`config.mk`:
```
export PLATFORM = sky130hd
export DESIGN_NAME = simd_dotp_mac_unit
export DESIGN_NICKNAME = d
export VERILOG_FILES = /design/src/rtl/simd_dotp_mac_unit.sv
export SDC_FILE = /design/constraint.sdc
export NUM_CORES = 2
export LEC_CHECK = 0
export CAP_MARGIN = 10
export CELL_PAD_IN_SITES_DETAIL_PLACEMENT = 1
export CELL_PAD_IN_SITES_GLOBAL_PLACEMENT = 2
export CORE_AREA = 2 2 349 420
export DETAILED_ROUTE_END_ITERATION = 8
export DIE_AREA = 0 0 351 422
export GPL_TIMING_DRIVEN = 0
export HOLD_SLACK_MARGIN = 0.08
export PLACE_DENSITY_LB_ADDON = 0.3
export SYNTH_ARGS = -nofsm -noshare
export SYNTH_HDL_FRONTEND = slang
export SYNTH_SLANG_ARGS = --single-unit
```
`constraint.sdc`:
```
create_clock -name clk_i -period 9.8 [get_ports clk_i]
set_input_delay 0.98 -clock clk_i [delete_from_list [all_inputs] [get_ports clk_i]]
set_output_delay 0.98 -clock clk_i [all_outputs]
set_load 0.01 [all_outputs]
```
`src/rtl/simd_dotp_mac_unit.sv`:
```
// ============================================================================
// simd_dotp_mac_unit : packed-SIMD dot-product/accumulate with circular weights
// Rev 1.0
// ============================================================================
`default_nettype none

module simd_dotp_mac_unit #(
  parameter int XLEN          = 32,
  parameter int ELEN          = 8,
  parameter int DEPTH         = 16,
  parameter int TRANS_ID_BITS = 3
) (
  input  logic                       clk_i,
  input  logic                       rst_i,
  input  logic                       valid_i,
  output logic                       ready_o,
  input  logic [1:0]                 op_i,
  input  logic                       sign_a_i,
  input  logic                       sign_w_i,
  input  logic [TRANS_ID_BITS-1:0]   trans_id_i,
  input  logic [XLEN-1:0]            operand_a_i,
  input  logic [XLEN-1:0]            operand_b_i,
  input  logic [XLEN-1:0]            operand_c_i,
  output logic                       valid_o,
  input  logic                       ready_i,
  output logic [XLEN-1:0]            result_o,
  output logic [TRANS_ID_BITS-1:0]   trans_id_o,
  output logic                       err_o,
  output logic [$clog2(DEPTH):0]     count_o
);

  localparam int LANES = XLEN / ELEN;
  localparam int PW    = $clog2(DEPTH);
  localparam int CW    = PW + 1;
  localparam int PRODW = 2 * ELEN + 2;
  localparam int SUMW  = XLEN + $clog2(LANES) + 1;

  localparam logic [1:0] OP_DOTP   = 2'b00;
  localparam logic [1:0] OP_LOAD   = 2'b01;
  localparam logic [1:0] OP_CLEAR  = 2'b10;
  localparam logic [1:0] OP_REWIND = 2'b11;

  logic                       stall;
  logic                       accept;
  logic [XLEN-1:0]            wbuf [DEPTH];
  logic [CW-1:0]              count;
  logic [PW-1:0]              rd_ptr;
  logic [XLEN-1:0]            weight;
  logic                       buf_empty;
  logic                       buf_full;
  logic                       rd_wrap;
  logic signed [PRODW-1:0]    prod [LANES];

  logic [XLEN-1:0]            op_val;
  logic                       op_err;
  logic                       op_use_sum;

  logic                       s1_valid;
  logic signed [PRODW-1:0]    s1_prod [LANES];
  logic [XLEN-1:0]            s1_val;
  logic                       s1_use_sum;
  logic                       s1_err;
  logic [TRANS_ID_BITS-1:0]   s1_id;

  logic signed [SUMW-1:0]     acc;
  logic                       unused_sum_msbs;

  assign stall     = valid_o & ~ready_i;
  assign ready_o   = ~stall;
  assign accept    = valid_i & ready_o;
  assign count_o   = count;
  assign buf_empty = (count == '0);
  assign buf_full  = (count == CW'(DEPTH));
  assign weight    = wbuf[rd_ptr];
  assign rd_wrap   = (({1'b0, rd_ptr} + CW'(1)) == count);

  // Each lane is widened to ELEN+1 bits so signed and unsigned share one multiplier.
  for (genvar g = 0; g < LANES; g++) begin : g_lane
    logic signed [ELEN:0]    xa;
    logic signed [ELEN:0]    xw;
    logic signed [PRODW-1:0] pa;
    logic signed [PRODW-1:0] pw;
    assign xa = {sign_a_i & operand_a_i[g*ELEN+ELEN-1], operand_a_i[g*ELEN +: ELEN]};
    assign xw = {sign_w_i & weight[g*ELEN+ELEN-1], weight[g*ELEN +: ELEN]};
    assign pa = PRODW'(xa);
    assign pw = PRODW'(xw);
    assign prod[g] = pa * pw;
  end

  always_comb begin
    op_val     = '0;
    op_err     = 1'b0;
    op_use_sum = 1'b0;
    case (op_i)
      OP_DOTP: begin
        op_val     = operand_c_i;
        op_err     = buf_empty;
        op_use_sum = ~buf_empty;
      end
      OP_LOAD: begin
        op_val = buf_full ? XLEN'(DEPTH) : XLEN'(count) + XLEN'(1);
        op_err = buf_full;
      end
      OP_CLEAR:  op_val = '0;
      OP_REWIND: op_val = XLEN'(count);
      default:   op_val = '0;
    endcase
  end

  always_ff @(posedge clk_i) begin
    if (accept && op_i == OP_LOAD && !buf_full)
      wbuf[count[PW-1:0]] <= operand_b_i;
  end

  always_ff @(posedge clk_i or posedge rst_i) begin
    if (rst_i) begin
      count  <= '0;
      rd_ptr <= '0;
    end else if (accept) begin
      case (op_i)
        OP_DOTP:   if (!buf_empty) rd_ptr <= rd_wrap ? '0 : rd_ptr + PW'(1);
        OP_LOAD:   if (!buf_full) count <= count + CW'(1);
        OP_CLEAR: begin
          count  <= '0;
          rd_ptr <= '0;
        end
        OP_REWIND: rd_ptr <= '0;
        default: ;
      endcase
    end
  end

  // Non-DOTP results ride in s1_val with the lane sum masked off.
  always_comb begin
    acc = {{(SUMW-XLEN){1'b0}}, s1_val};
    for (int i = 0; i < LANES; i++)
      if (s1_use_sum) acc = acc + SUMW'(s1_prod[i]);
  end

  assign unused_sum_msbs = ^acc[SUMW-1:XLEN];

  always_ff @(posedge clk_i or posedge rst_i) begin
    if (rst_i) begin
      s1_valid   <= 1'b0;
      s1_val     <= '0;
      s1_use_sum <= 1'b0;
      s1_err     <= 1'b0;
      s1_id      <= '0;
      for (int i = 0; i < LANES; i++) s1_prod[i] <= '0;
      valid_o    <= 1'b0;
      result_o   <= '0;
      trans_id_o <= '0;
      err_o      <= 1'b0;
    end else if (!stall) begin
      s1_valid <= accept;
      if (accept) begin
        s1_val     <= op_val;
        s1_use_sum <= op_use_sum;
        s1_err     <= op_err;
        s1_id      <= trans_id_i;
        for (int i = 0; i < LANES; i++) s1_prod[i] <= prod[i];
      end
      valid_o <= s1_valid;
      if (s1_valid) begin
        result_o   <= acc[XLEN-1:0];
        trans_id_o <= s1_id;
        err_o      <= s1_err;
      end
    end
  end

endmodule

`default_nettype wire

```
==> results.toml <==
[synthesis]
ys_top_cells_by_area = "edfxtp_1 (35%), fa_1 (13%), dfrtp_1 (8.8%)"
yosys_warnings = 0
syn_avg_cell_area_um2 = 12.10
synth_top_area_share_pct = 34.62
synth-main-ff-cell = "edfxtp_1"
synthDistinctLibCells = 83
synth_cells = 3670
syn_area_um2 = 44410
syn_nets = 4351
synthArstFlopShare_pct = 23.35
yosys.area.top_type = "edfxtp_1"
synth.most_common_cell = "edfxtp_1"
synth.yosys.seq_area_share_pct = 43.41
synth_common_cells = "edfxtp_1 (512), nand2_1 (466), inv_1 (366)"
synth-seq-cells = 668
synth_edf_count = 512

[detailed_routing]
drtAntennaViolNets = 0
initialDrtViolationCount = 1564
drt-total-wl_um = 136600
num_vias = 29340
wire_per_inst_um = 23.17
drt-vias-per-instance = 4.977
drtPass1Iterations = 7
remaining_drc_errors = 0

[worst_setup_path]
cpPeakStageDelay_ps = 840
cpMaxStageDelayCell = "clkbuf_1"
reg2reg_from = "s1_use_sum"
rr_worst_depth = 35
rr_endpoint = "result_o[31]"
required_ps = 10330
r2r_slack_ps = 700
critPathCaptureType = "flip-flop"
worstSetupPathType = "flip-flop to flip-flop"
crit_start = "s1_use_sum"
crit_fanout = 10
path_common_cell = "a21oi_1"
startpoint_type = "flip-flop"
worstPathArrival_ps = 9630

[timing]
hold_viol = 0
slew_headroom_pct = 23.32
max_freq_mhz = 109.9
period_share_pct = 92.82
rsz0062_at_grt = "false"
final-setup-viol-count = 0
tightest_slew_ps = 1150
slew_violations = 0
post-route-min-period_ps = 9097
fin_skew_ps = 41.71
whs_ps = 473.7
fin_tns_setup_ps = 0

[floorplanning]
start_util_pct = 30.81
core_area_um2 = 144200
die_h_um = 422
dieArea_um2 = 148100
die_w_um = 351
rows = 153
ioPinCount = 150

[min_path]
min_from = "result_o[15]"
holdPathEnd = "result_o[15]"
hold_class = "flip-flop to flip-flop"
hold_depth = 1

[global_routing]
grt_use_total_pct = 18.61
grt_pass1_vias = 32360
antenna_found_initial = 15
grt-ovfl-total = 0
grt_pass1_wl_um = 204900
grt_max_degree = 86

[place]
gp_congestion = 0.8279
io_buffers = 126
hpwl_um = 104900

[layout]
final_nets = 4572
drive_gt1_share_pct = 10.04
areaGrowthSynthToFinish_pct = 14.92

[clock_network]
h-tree-depth = 3
ctsHoldBuffers = 0
root_buffer = "clkbuf_16"
clock_latency_ps = 660
path_clk_slew_ps = 60
cts_buffers = 75
cts_tree = "yes"
clock-sinks = 668
cts_buffer_depth = 3

[status]
status = "finished clean"

[power_and_ir_drop]
peakVddDrop_v = 0.0002133
power_leakage_uw = 0.02060
power_density_nw_per_um2 = 386.8
finalPower_uw = 19740

[flow_run]
maxCapViolCount = 0
## state kept, by name, summed over array words and instances, names as in the netlist
register and cells:
s1_val 32, wbuf 512, result_o 32, rd_ptr 4, valid_o 1, s1_id 3, count_o 5, s1_use_sum 1
s1_err 1, err_o 1, trans_id_o 3, s1_valid 1, s1_prod 72
## layout make-up
type | count | area [um2]
tap | 1937 | 2424
inverter | 366 | 1381
timing repair buffer | 145 | 1643
multi-input combinational | 2499 | 23250
clock buffer | 96 | 1986
buffer | 136 | 545.5
sequential | 668 | 19280
clock inverter | 43 | 519.2
antenna | 4 | 10.01
fill | 15520 | 93110
## logic make-up after synthesis
kind of cell    count (synthesis)  share of synthesized area, %
flops                         668                         43.41
mux                           163                         8.181
buf+inv                       503                         4.319
fa+ha+maj                     574                         21.04
simple gates                  934                         9.840
xor+xnor                      181                         3.617
compound gates                647                         9.598
## placed cells by master, fill, tap and decap left out, types with 16 or more instances in the layout
cell type	n
a21o_1	101
a21oi_1	167
a22o_1	27
a31oi_1	27
and2_1	115
and3_1	17
buf_1	37
buf_2	20
clkbuf_1	91
clkbuf_16	75
clkdlybuf4s50_1	126
dfrtp_1	156
edfxtp_1	512
fa_1	288
ha_1	286
inv_1	365
mux4_2	160
nand2_1	466
nand2b_1	16
nand3_1	35
nand4_1	19
nor2_1	108
nor2b_1	43
nor3_1	31
o21a_1	23
o21ai_0	151
o21bai_1	33
or2_2	29
xnor2_1	116
xor2_1	63
## per-stage QoR
| step | util, % | setup slack [ps] | cells | area, um2 |
|---|---|---|---|---|
| after floorplan | - | 2137 | 3670 | 44410 |
| after global placement | 33.37 | 240.9 | 5733 | 48100 |
| after detailed placement | 33.65 | 278.1 | 5751 | 48510 |
| after CTS | 35.39 | 243.5 | 5890 | 51020 |
| after global routing | 35.40 | 186.1 | 5891 | 51030 |
| final | 35.41 | 703.3 | 5894 | 51040 |
## metal layers
layer	GRT usage [%]	wire length [um]	vias up
met5	0	127	-
met1	22.67	56040	15130
met2	33.16	69590	563
met4	6.652	5203	18
met3	2.680	5614	226
li1	-	-	13400
## worst max-delay path by stage
| stage | to | slack, ps |
|---|---|---|
| after floorplan | result_o[31] | 2140 |
| after global placement | result_o[31] | 240 |
| after detailed placement | result_o[31] | 280 |
| after CTS | result_o[31] | 240 |
| after global routing | result_o[31] | 190 |
| final | result_o[31] | 700 |
## critical path: cells and delay by family (launching register included)
| kind | cells | cell delay [ps] |
|---|---|---|
| xor gates and xnor gates | 2 | 290 |
| DFF | 1 | 720 |
| AOI/OAI and AO/OA | 23 | 4990 |
| and+or+nand+nor | 5 | 480 |
| adders and majority gates | 3 | 1040 |
| buffers and inverters | 2 | 1460 |
## repair_timing
| item | in CTS | in global routing |
|---|---|---|
| endpoints found under the setup margin | 0 | 2 |
| gates resized for setup | 0 | 11 |
| setup buffers | 0 | 0 |
## where the power goes
part	switching [uW]	internal (uW)
clock network	1230	1620
logic	7640	5620
registers	278	3350
total	9150	10600
Note: power is estimated with default switching activity, not from simulation.
